`config.mk`:
```
export PLATFORM = sky130hd
export DESIGN_NAME = bnn_stream_loader_flat
export DESIGN_NICKNAME = d
export VERILOG_FILES = /design/src/rtl/bnn_pkg.sv /design/src/rtl/bnn_stream_loader_if.sv /design/src/rtl/bnn_lane_buffer.sv /design/src/rtl/bnn_stream_loader.sv /design/src/flat_wrapper.sv
export SDC_FILE = /design/constraint.sdc
export NUM_CORES = 2
export LEC_CHECK = 0
export CAP_MARGIN = 20
export CORE_AREA = 2 2 336 338
export CTS_BUF_LIST = sky130_fd_sc_hd__clkbuf_8
export CTS_CLUSTER_DIAMETER = 80
export DETAILED_ROUTE_END_ITERATION = 16
export DIE_AREA = 0 0 338 340
export GPL_TIMING_DRIVEN = 0
export HOLD_SLACK_MARGIN = 0.12
export PLACE_DENSITY = 0.6
export SETUP_SLACK_MARGIN = 0.05
export SLEW_MARGIN = 20
export SYNTH_ARGS = -nofsm -noshare
export SYNTH_HDL_FRONTEND = slang
export SYNTH_SLANG_ARGS = --single-unit
```
`constraint.sdc`:
```
create_clock -name clk -period 3.1 [get_ports clk]
set_clock_uncertainty 0.2 [all_clocks]
set_input_delay 0.465 -clock clk [delete_from_list [all_inputs] [get_ports clk]]
set_output_delay 0.465 -clock clk [all_outputs]
set_load 0.05 [all_outputs]
```
`src/rtl/bnn_pkg.sv`:
```
// Shared types and width helpers for the BNN stream loader slice.
package bnn_pkg;

    typedef enum logic [1:0] {
        ST_IDLE = 2'd0,
        ST_LOAD = 2'd1,
        ST_DONE = 2'd2
    } bnn_state_e;

    localparam int unsigned DEF_IMG_DIM   = 28;
    localparam int unsigned DEF_KDIM      = 3;
    localparam int unsigned DEF_N_KERNELS = 8;
    localparam int unsigned DEF_LANES     = 1;

    function automatic int unsigned pix_bits(input int unsigned img_dim);
        return img_dim * img_dim;
    endfunction

    function automatic int unsigned w_bits(input int unsigned n_kernels, input int unsigned kdim);
        return n_kernels * kdim * kdim;
    endfunction

    // Counter must be able to hold the full value itself, hence depth+1.
    function automatic int unsigned cnt_width(input int unsigned depth);
        return $clog2(depth + 1);
    endfunction

    localparam int unsigned PIX_BITS = pix_bits(DEF_IMG_DIM);
    localparam int unsigned W_BITS   = w_bits(DEF_N_KERNELS, DEF_KDIM);

endpackage

```
`src/rtl/bnn_stream_loader_if.sv`:
```
// Streaming pixel/weight load bus plus loader status outputs.
interface bnn_stream_loader_if #(
    parameter int unsigned IMG_DIM   = bnn_pkg::DEF_IMG_DIM,
    parameter int unsigned KDIM      = bnn_pkg::DEF_KDIM,
    parameter int unsigned N_KERNELS = bnn_pkg::DEF_N_KERNELS,
    parameter int unsigned LANES     = bnn_pkg::DEF_LANES
);
    localparam int unsigned PIX_N = bnn_pkg::pix_bits(IMG_DIM);
    localparam int unsigned W_N   = bnn_pkg::w_bits(N_KERNELS, KDIM);

    logic             start;
    logic             valid_p;
    logic [LANES-1:0] d_in_p;
    logic             valid_w;
    logic [LANES-1:0] d_in_w;
    logic [PIX_N-1:0] pixels;
    logic [W_N-1:0]   weights;
    logic [1:0]       state;
    logic             load_done;
    logic             loaded;
    logic             overrun;

    modport master (
        output start, valid_p, d_in_p, valid_w, d_in_w,
        input  pixels, weights, state, load_done, loaded, overrun
    );

    modport slave (
        input  start, valid_p, d_in_p, valid_w, d_in_w,
        output pixels, weights, state, load_done, loaded, overrun
    );

endinterface

```
`src/rtl/bnn_lane_buffer.sv`:
```
// One load channel: shifts LANES bits per valid beat into a DEPTH-bit store.
module bnn_lane_buffer
    import bnn_pkg::*;
#(
    parameter int unsigned DEPTH = PIX_BITS,
    parameter int unsigned LANES = DEF_LANES
) (
    input  logic             clk,
    input  logic             rst,
    input  logic             clear,
    input  logic             valid,
    input  logic [LANES-1:0] d_in,
    output logic [DEPTH-1:0] store,
    output logic             full,
    output logic             overrun
);
    localparam int unsigned CW = cnt_width(DEPTH);

    logic [CW-1:0]    count_q, count_d;
    logic [DEPTH-1:0] store_q, store_d;
    logic             ovr_q, ovr_d;
    logic [DEPTH-1:0] lane_mask, lane_data;

    // Next-state: clear wins over data; beats on a full channel only raise overrun
    always_comb begin
        count_d   = count_q;
        store_d   = store_q;
        ovr_d     = ovr_q;
        lane_mask = DEPTH'({LANES{1'b1}}) << count_q;
        lane_data = DEPTH'(d_in) << count_q;
        if (clear) begin
            count_d = '0;
            ovr_d   = 1'b0;
        end else if (valid) begin
            if (count_q < CW'(DEPTH)) begin
                store_d = (store_q & ~lane_mask) | lane_data;
                count_d = count_q + CW'(LANES);
            end else begin
                ovr_d = 1'b1;
            end
        end
    end

    // Channel registers; store contents survive clear
    always_ff @(posedge clk) begin
        if (rst) begin
            count_q <= '0;
            store_q <= '0;
            ovr_q   <= 1'b0;
        end else begin
            count_q <= count_d;
            store_q <= store_d;
            ovr_q   <= ovr_d;
        end
    end

    assign store   = store_q;
    assign full    = (count_q == CW'(DEPTH));
    assign overrun = ovr_q;

endmodule

```
`src/rtl/bnn_stream_loader.sv`:
```
// Loads one binary image and one kernel set from two independent bit streams.
module bnn_stream_loader
    import bnn_pkg::*;
#(
    parameter int unsigned IMG_DIM   = DEF_IMG_DIM,
    parameter int unsigned KDIM      = DEF_KDIM,
    parameter int unsigned N_KERNELS = DEF_N_KERNELS,
    parameter int unsigned LANES     = DEF_LANES
) (
    input logic                clk,
    input logic                rst,
    bnn_stream_loader_if.slave bus
);
    localparam int unsigned PIX_N = pix_bits(IMG_DIM);
    localparam int unsigned W_N   = w_bits(N_KERNELS, KDIM);

    if (((PIX_N % LANES) != 0) || ((W_N % LANES) != 0)) begin : g_bad_lanes
        $error("bnn_stream_loader: store sizes must be multiples of LANES");
    end

    bnn_state_e state_q, state_d;
    logic       stray_q, stray_d;
    logic       pix_full, w_full, pix_ovr, w_ovr;
    logic       lane_en, pix_valid, w_valid;
    logic       load_done_c, loaded_c;

    // Data is only taken in LOAD, and never in a cycle that restarts the load
    assign lane_en   = (state_q == ST_LOAD) && !bus.start;
    assign pix_valid = bus.valid_p && lane_en;
    assign w_valid   = bus.valid_w && lane_en;

    bnn_lane_buffer #(
        .DEPTH (PIX_N),
        .LANES (LANES)
    ) u_pix (
        .clk     (clk),
        .rst     (rst),
        .clear   (bus.start),
        .valid   (pix_valid),
        .d_in    (bus.d_in_p),
        .store   (bus.pixels),
        .full    (pix_full),
        .overrun (pix_ovr)
    );

    bnn_lane_buffer #(
        .DEPTH (W_N),
        .LANES (LANES)
    ) u_wgt (
        .clk     (clk),
        .rst     (rst),
        .clear   (bus.start),
        .valid   (w_valid),
        .d_in    (bus.d_in_w),
        .store   (bus.weights),
        .full    (w_full),
        .overrun (w_ovr)
    );

    // State register and the flag for data arriving outside LOAD
    always_ff @(posedge clk) begin
        if (rst) begin
            state_q <= ST_IDLE;
            stray_q <= 1'b0;
        end else begin
            state_q <= state_d;
            stray_q <= stray_d;
        end
    end

    // Next-state: start always (re)enters LOAD; LOAD completes once both stores are full
    always_comb begin
        state_d = state_q;
        case (state_q)
            ST_IDLE: if (bus.start) state_d = ST_LOAD;
            ST_LOAD: begin
                if (bus.start)               state_d = ST_LOAD;
                else if (pix_full && w_full) state_d = ST_DONE;
            end
            ST_DONE: if (bus.start) state_d = ST_LOAD;
            default: state_d = ST_IDLE;
        endcase
    end

    // Stray-data flag: cleared by start, set by any valid while not loading
    always_comb begin
        stray_d = stray_q;
        if (bus.start) begin
            stray_d = 1'b0;
        end else if ((bus.valid_p || bus.valid_w) && (state_q != ST_LOAD)) begin
            stray_d = 1'b1;
        end
    end

    // Outputs: load_done marks the LOAD->DONE cycle, loaded covers it and all of DONE
    always_comb begin
        load_done_c = 1'b0;
        loaded_c    = 1'b0;
        case (state_q)
            ST_LOAD: load_done_c = pix_full && w_full && !bus.start;
            ST_DONE: loaded_c    = 1'b1;
            default: ;
        endcase
        loaded_c = loaded_c || load_done_c;
    end

    assign bus.state     = state_q;
    assign bus.load_done = load_done_c;
    assign bus.loaded    = loaded_c;
    assign bus.overrun   = pix_ovr || w_ovr || stray_q;

endmodule
```
`src/flat_wrapper.sv`:
```
// flat-port wrapper written by rule: the top's interface ports become plain ports
module bnn_stream_loader_flat import bnn_pkg::*;
#(
    parameter int unsigned IMG_DIM   = DEF_IMG_DIM,
    parameter int unsigned KDIM      = DEF_KDIM,
    parameter int unsigned N_KERNELS = DEF_N_KERNELS,
    parameter int unsigned LANES     = DEF_LANES
)
  (clk, rst, bus_start, bus_valid_p, bus_d_in_p, bus_valid_w, bus_d_in_w, bus_pixels, bus_weights, bus_state, bus_load_done, bus_loaded, bus_overrun);
  bnn_stream_loader_if #(.IMG_DIM(IMG_DIM), .KDIM(KDIM), .N_KERNELS(N_KERNELS), .LANES(LANES)) bus_i ();
  input logic clk;
  input logic rst;
  input wire logic [$bits(bus_i.start)-1:0] bus_start;
  input wire logic [$bits(bus_i.valid_p)-1:0] bus_valid_p;
  input wire logic [$bits(bus_i.d_in_p)-1:0] bus_d_in_p;
  input wire logic [$bits(bus_i.valid_w)-1:0] bus_valid_w;
  input wire logic [$bits(bus_i.d_in_w)-1:0] bus_d_in_w;
  output wire logic [$bits(bus_i.pixels)-1:0] bus_pixels;
  output wire logic [$bits(bus_i.weights)-1:0] bus_weights;
  output wire logic [$bits(bus_i.state)-1:0] bus_state;
  output wire logic [$bits(bus_i.load_done)-1:0] bus_load_done;
  output wire logic [$bits(bus_i.loaded)-1:0] bus_loaded;
  output wire logic [$bits(bus_i.overrun)-1:0] bus_overrun;
  assign bus_i.start = bus_start;
  assign bus_i.valid_p = bus_valid_p;
  assign bus_i.d_in_p = bus_d_in_p;
  assign bus_i.valid_w = bus_valid_w;
  assign bus_i.d_in_w = bus_d_in_w;
  assign bus_pixels = bus_i.pixels;
  assign bus_weights = bus_i.weights;
  assign bus_state = bus_i.state;
  assign bus_load_done = bus_i.load_done;
  assign bus_loaded = bus_i.loaded;
  assign bus_overrun = bus_i.overrun;
  bnn_stream_loader #(.IMG_DIM(IMG_DIM), .KDIM(KDIM), .N_KERNELS(N_KERNELS), .LANES(LANES)) u_core (.clk(clk), .rst(rst), .bus(bus_i));
endmodule
```
## Word level (Yosys, flattened, before mapping)

Cells that the tools add are included.

| word-level totals | value |
|---|---|
| flip-flop bits (word level) | 878 |
| latch bits | 0 |
| bits in writable memories | 0 |
| ROM bits | 0 |
| output and inout bits | 861 |
| logic and storage cells | 59 |
| memories kept | 0 |

| cells by class | value |
|---|---|
| add/sub/neg operators | 2 |
| multiply operators | 0 |
| divide/modulo/power cells | 0 |
| magnitude comparators | 2 |
| equality and inequality tests | 7 |
| shift-type cells | 4 |
| muxes and demuxes | 6 |
| bitwise operators | 9 |
| reductions and logical operators | 21 |

Operator list:

| kind | count |
|---|---|
| $and 784x784->784 | 1 |
| $not 784->784 | 1 |
| $or 784x784->784 | 1 |
| $shl 1x10->784 | 1 |
| $shl 1x10->784 const A | 1 |
| $and 72x72->72 | 1 |
| $not 72->72 | 1 |
| $or 72x72->72 | 1 |
| $shl 1x7->72 | 1 |
| $shl 1x7->72 const A | 1 |
| $add 10x1->10 const B | 1 |
| $eq 10x10->1 const B | 1 |
| $lt 10x10->1 const B | 1 |
| $reduce_and 2->1 | 5 |
| $add 7x1->7 const B | 1 |
| $eq 7x7->1 const B | 1 |
| $lt 7x7->1 const B | 1 |
| $logic_and 1x1->1 | 6 |
| $mux 2 | 3 |
| $reduce_and 3->1 | 2 |
| $logic_or 1x1->1 | 4 |
| $ne 2x1->1 const B | 2 |
| $pmux 2 s2 | 1 |
| $reduce_or 2->1 | 2 |
| other kinds (7) | 10 |

## Longest topological paths before layout

| depth | value |
|---|---|
| word-level depth | 5 |
| mapped depth | 9 |
| gate-level depth less buffers | 6 |

## By module

From an unflattened synthesis, not the netlist that was laid out.

| second synthesis, totals | value |
|---|---|
| cell total of the unflattened synthesis | 4109 |
| area total of the unflattened synthesis | 36429.9 um2 |

Modules (own cells, without submodules):

| module | instances | cells an instance | area an instance (um2) | seq. area each (um2) |
|---|---|---|---|---|
| bnn_lane_buffer at u_core.u_pix | 1 | 3720 | 32879.0 | 15915.3 |
| bnn_lane_buffer at u_core.u_wgt | 1 | 370 | 3393.3 | 1601.5 |
| bnn_stream_loader | 1 | 19 | 157.7 | 60.1 |

## Worst setup path after synthesis

Ideal clock, no wire load.

| timing | value |
|---|---|
| kind | register -> output |
| start point | register u_core.u_pix.count_q[0] |
| end point | output port bus_loaded |
| arrival | 3.080 ns |
| required time | 2.435 ns |
| setup slack | -0.645 ns |
| stages on the path, launching flop included | 10 |
| cells stage by stage | dfxtp_1 -> buf_2 -> inv_1 -> ha_1 -> buf_4 -> or3b_2 -> clkbuf_2 -> or4_4 -> nor3_2 -> nand2b_1 |

| between the ends | value |
|---|---|
| cells in the longest elaborated chain, start to end | 5 |

Ends and longest elaborated chain:

| item | RTL line | RTL |
|---|---|---|
| from (decl) | bnn_lane_buffer.sv:19 | `logic [CW-1:0] count_q, count_d;` |
| from (signal assigned) | bnn_lane_buffer.sv:51 | `count_q <= count_d;` |
| $eq 10x10->1 | bnn_lane_buffer.sv:58 | `assign full = (count_q == CW'(DEPTH));` |
| $logic_and 1x1->1 (2 in series) | bnn_stream_loader.sv:100 | `ST_LOAD: load_done_c = pix_full && w_full && !bus.start;` |
| $mux 1 | bnn_stream_loader.sv:99 | `case (state_q)` |
| named net bus_load_done | flat_wrapper.sv:21 | `output wire logic [$bits(bus_i.load_done)-1:0] bus_load_done;` |
| $logic_or 1x1->1 | bnn_stream_loader.sv:104 | `loaded_c = loaded_c \|\| load_done_c;` |
| to (decl) | flat_wrapper.sv:22 | `output wire logic [$bits(bus_i.loaded)-1:0] bus_loaded;` |

The timed path passes the listed nets, and every way through them passes these cells.

## Final worst setup path

| timing | value |
|---|---|
| start point | register u_core.u_wgt.count_q[5] |
| end point | output port bus_loaded |

| between the ends | value |
|---|---|
| cells in the longest elaborated chain, start to end | 5 |

Ends and longest elaborated chain:

| item | RTL line |
|---|---|
| from (decl) | bnn_lane_buffer.sv:19 |
| from (signal assigned) | bnn_lane_buffer.sv:51 |
| $eq 7x7->1 | bnn_lane_buffer.sv:58 |
| $logic_and 1x1->1 (2 in series) | bnn_stream_loader.sv:100 |
| $mux 1 | bnn_stream_loader.sv:99 |
| $logic_or 1x1->1 | bnn_stream_loader.sv:104 |

No other way between the ends.

==> results.py <==
metrics = {
    "power": {
        "ir_drop_mv": 0.319,
        "powerDensity_nw_per_um2": 482,
        "pwr-share-clk_pct": 48.4,
        "finalPower_uw": 23000,
        "p_leak_uw": 0.0152,
        "switching_share_pct": 24.8,
        "p_int_uw": 17300,
        "power_frac_comb_pct": 2.4,
        "p_seq_share_pct": 49.2,
        "power.net_switching_uw": 5700,
    },
    "cells_and_area": {
        "nNetsFinal": 5002,
        "fin_area_um2": 47600,
        "fill_cells": 11200,
        "area_delta_synth_final_pct": 42.8,
        "multi_input_area_um2": 14200,
        "seq_area_um2": 17600,
        "drive_gt1_share_pct": 9.41,
    },
    "logic_synthesis": {
        "synth_most_common_cell": "dfxtp_1",
        "synth_area_um2": 33400,
        "avgSynthCellArea_um2": 8.46,
        "netlist_instances": 3943,
        "synth_compound_area_share_pct": 28.6,
        "async_flop_share_pct": 0,
        "synth_top_family_by_area": "compound AO/OA/AOI/OAI gates",
        "synthSimpleGateAreaFrac_pct": 12.5,
        "synth.area.mux_share_pct": 0.0600,
        "seq_area_frac_synth_pct": 52.7,
        "synth_xor_xnor_area_share_pct": 0.263,
        "yosys.area.top_type": "dfxtp_1",
        "synth-seq-cells": 878,
        "netlist_top_cells_area": "dfxtp_1 (53%), o21ai_0 (12%), a21oi_1 (8.0%), nand2_1 (7.2%), o211ai_1 (6.9%)",
        "ys_types": 60,
        "synth_top_area_share_pct": 52.7,
        "synth_top_flop_cell": "dfxtp_1",
        "ys_warn_count": 0,
        "syn-num-nets": 3962,
        "synth_common_cells": "dfxtp_1 (878), o21ai_0 (815), nand2_1 (640)",
        "synth_edf_count": 0,
        "synthAdderAreaFrac_pct": 0.450,
    },
    "routing": {
        "drt-initial-drc-count": 3472,
        "post_drt_via_cell_ratio": 5.50,
        "routed_wl_um": 194000,
        "avgRoutedWirePerCell_um": 29.4,
        "drc": 0,
        "dr_total_vias": 36300,
        "antenna_left": 0,
        "drtPass1Iterations": 6,
    },
    "worst_setup_path": {
        "critPathMaxFanout": 9,
        "cp_cell_sequence": "buf_6 > or4b_4 > or4_4 > nor3_4 > nand2b_4 > buf_12",
        "rrSetupSlack_ps": -10,
        "critPathTopFamily": "simple AND/OR/NAND/NOR gates",
        "reg2reg_depth": 6,
        "cp_slowest_cell": "or4_4",
        "critPathMaxStageDelay_ps": 580,
        "rr_startpoint": "u_core.bus.state[1]$_SDFFE_PP0P_",
        "cp_data_arrival_time_ps": 2940,
        "critical_path_depth": 6,
        "required_ps": 2430,
        "cp-start-kind": "register",
        "r2r-end": "u_core.u_pix.store[62]$_SDFFE_PP0P_",
        "crit_buf_inv": 2,
        "worstSetupPathType": "reg2out",
        "endpoint_kind": "output pin",
    },
    "sta": {
        "period_minus_slack_ps": 3610,
        "setup_viol": 3,
        "fmax_mhz": 277,
        "fin_setup_tns_ps": -1000,
        "post-route-period-util_pct": 116,
        "finalMaxSlewViolations": 0,
        "worst_pin_slew_ps": 1190,
        "hold_ws_ps": 219,
        "max_slew_margin_pct": 20.6,
        "rsz0062_at_grt": "true",
        "worst_slack_ps": -509,
        "hold_violations": 0,
    },
    "cts": {
        "clk_latency_ps": 860,
        "clkSlewWorstSetupHoldPaths_ps": 60,
        "clock_sinks": 878,
        "cts_tree": "built",
        "h-tree-depth": 4,
        "cts_made_buffers": 155,
        "clockRootBuffer": "clkbuf_8",
        "ctsHoldBuffers": 0,
        "clk_path_buf_depth": 3,
    },
    "floorplanning": {
        "fp.coreArea_um2": 112000,
        "rows": 123,
        "die_y_um": 340,
        "ios": 868,
        "die_width_um": 338,
        "die_area_um2": 115000,
        "start_util_pct": 29.9,
    },
    "placed_design": {
        "hpwl_um": 147000,
        "gp_congestion": 0.929,
        "dp_slack_ps": -1000,
        "dpl-instance-area_um2": 44200,
        "port_buffers": 866,
    },
    "min_path": {
        "holdCritPathClass": "in2reg",
        "hold_path_end": "u_core.u_pix.count_q[2]$_SDFFE_PP0P_",
        "holdCritStartpoint": "rst",
        "min_path_cells": 3,
    },
    "outcome": {
        "violations": "setup timing",
        "outcome": "finished with violations",
    },
    "grt": {
        "antenna_found_initial": 6,
        "grt_pass1_wl_um": 265000,
        "grt.total_usage_pct": 32.3,
        "grt_pass1_vias": 34100,
        "grt_max_degree": 20,
        "grt-ovfl-total": 0,
    },
    "flow_run": {
        "maxCapViolations": 0,
    },
}
## registers in the layout, summed over array words and instances (netlist names)
name                  count
u_core.u_wgt.count_q      7
u_core.u_wgt.overrun      1
u_core.u_pix.count_q     10
u_core.stray_q            1
u_core.bus.state          2
u_core.u_pix.store      784
u_core.u_pix.overrun      1
u_core.u_wgt.store       72
## through the flow
| step | utilization, % | instances |
|---|---|---|
| after global placement | 39.4 | 6309 |
| after detailed placement | 39.6 | 6319 |
| after floorplan | - | 3943 |
| after global routing | 42.7 | 6603 |
| final | 42.7 | 6605 |
| after CTS | 42.6 | 6598 |
## placed cells by master, fill, tap and decap left out, types with 38 or more instances in the layout
master,n
o21ai_0,815
inv_1,58
a21oi_1,532
o211ai_1,306
buf_2,69
clkdlybuf4s50_1,864
clkbuf_8,199
nor2_1,38
nand2_1,638
dfxtp_1,871
clkbuf_1,297
## worst max path at each step
stage | startpoint | to
floorplan | u_core.u_pix.count_q[1]$_SDFFE_PP0P_ | bus_loaded
global placement | bus_start | u_core.u_pix.store[471]$_SDFFE_PP0P_
detailed placement | bus_start | u_core.u_pix.store[511]$_SDFFE_PP0P_
CTS | u_core.u_pix.count_q[1]$_SDFFE_PP0P_ | bus_loaded
global route | u_core.u_wgt.count_q[0]$_SDFFE_PP0P_ | bus_loaded
finish | u_core.u_wgt.count_q[5]$_SDFFE_PP0P_ | bus_loaded
## power by group through the flow
stage / Clock [uW] / Sequential (uW) / Combinational, uW
4_1_cts: 11200 / 11300 / 544
3_5_place_dp: 0 / 11500 / 539
5_1_grt: 11700 / 11300 / 566
2_1_floorplan: 0 / 11500 / 244
6_report: 11100 / 11300 / 553
3_3_place_gp: 0 / 11500 / 535
## cell families after synthesis
kind of cell / count (synthesis)
compound gates: 1714
simple gates: 888
flops: 878
buf+inv: 439
fa+ha+maj: 12
xor+xnor: 10
mux: 2
## worst reg2reg max path, cell delays in order, from the launching register on
cell and delay [ps]:
dfxtp_1 360, buf_2 200, nor4b_1 680, nand3_2 400
clkbuf_1 510, clkbuf_1 420, o21ai_0 280
## layer usage
layer	wire length (um)	vias up	global-route usage [%]	part of all wire, %
met2	92100	1925	54.0	47
met1	73300	18000	37.9	38
met4	9920	4	15.2	5.1
met3	18600	392	9.59	9.6
met5	24	-	0	0.012
li1	-	16100	-	-
## final cells by class
class / instances / area share [%]
sequential: 878 / 36.9
multi-input combinational: 2626 / 29.8
timing repair buffer: 894 / 18.8
clock buffer: 199 / 5.75
tap: 1500 / 3.94
buffer: 415 / 3.79
clock inverter: 77 / 0.917
inverter: 13 / 0.123
antenna: 3 / 0.0158
## timing repair
action,4_1_cts,5_1_grt
resized for setup,52,60
setup buffers,11,6
endpoints found under the setup margin,427,235
pin swaps,4,3
No activity file was read; power rests on OpenSTA's default activity.
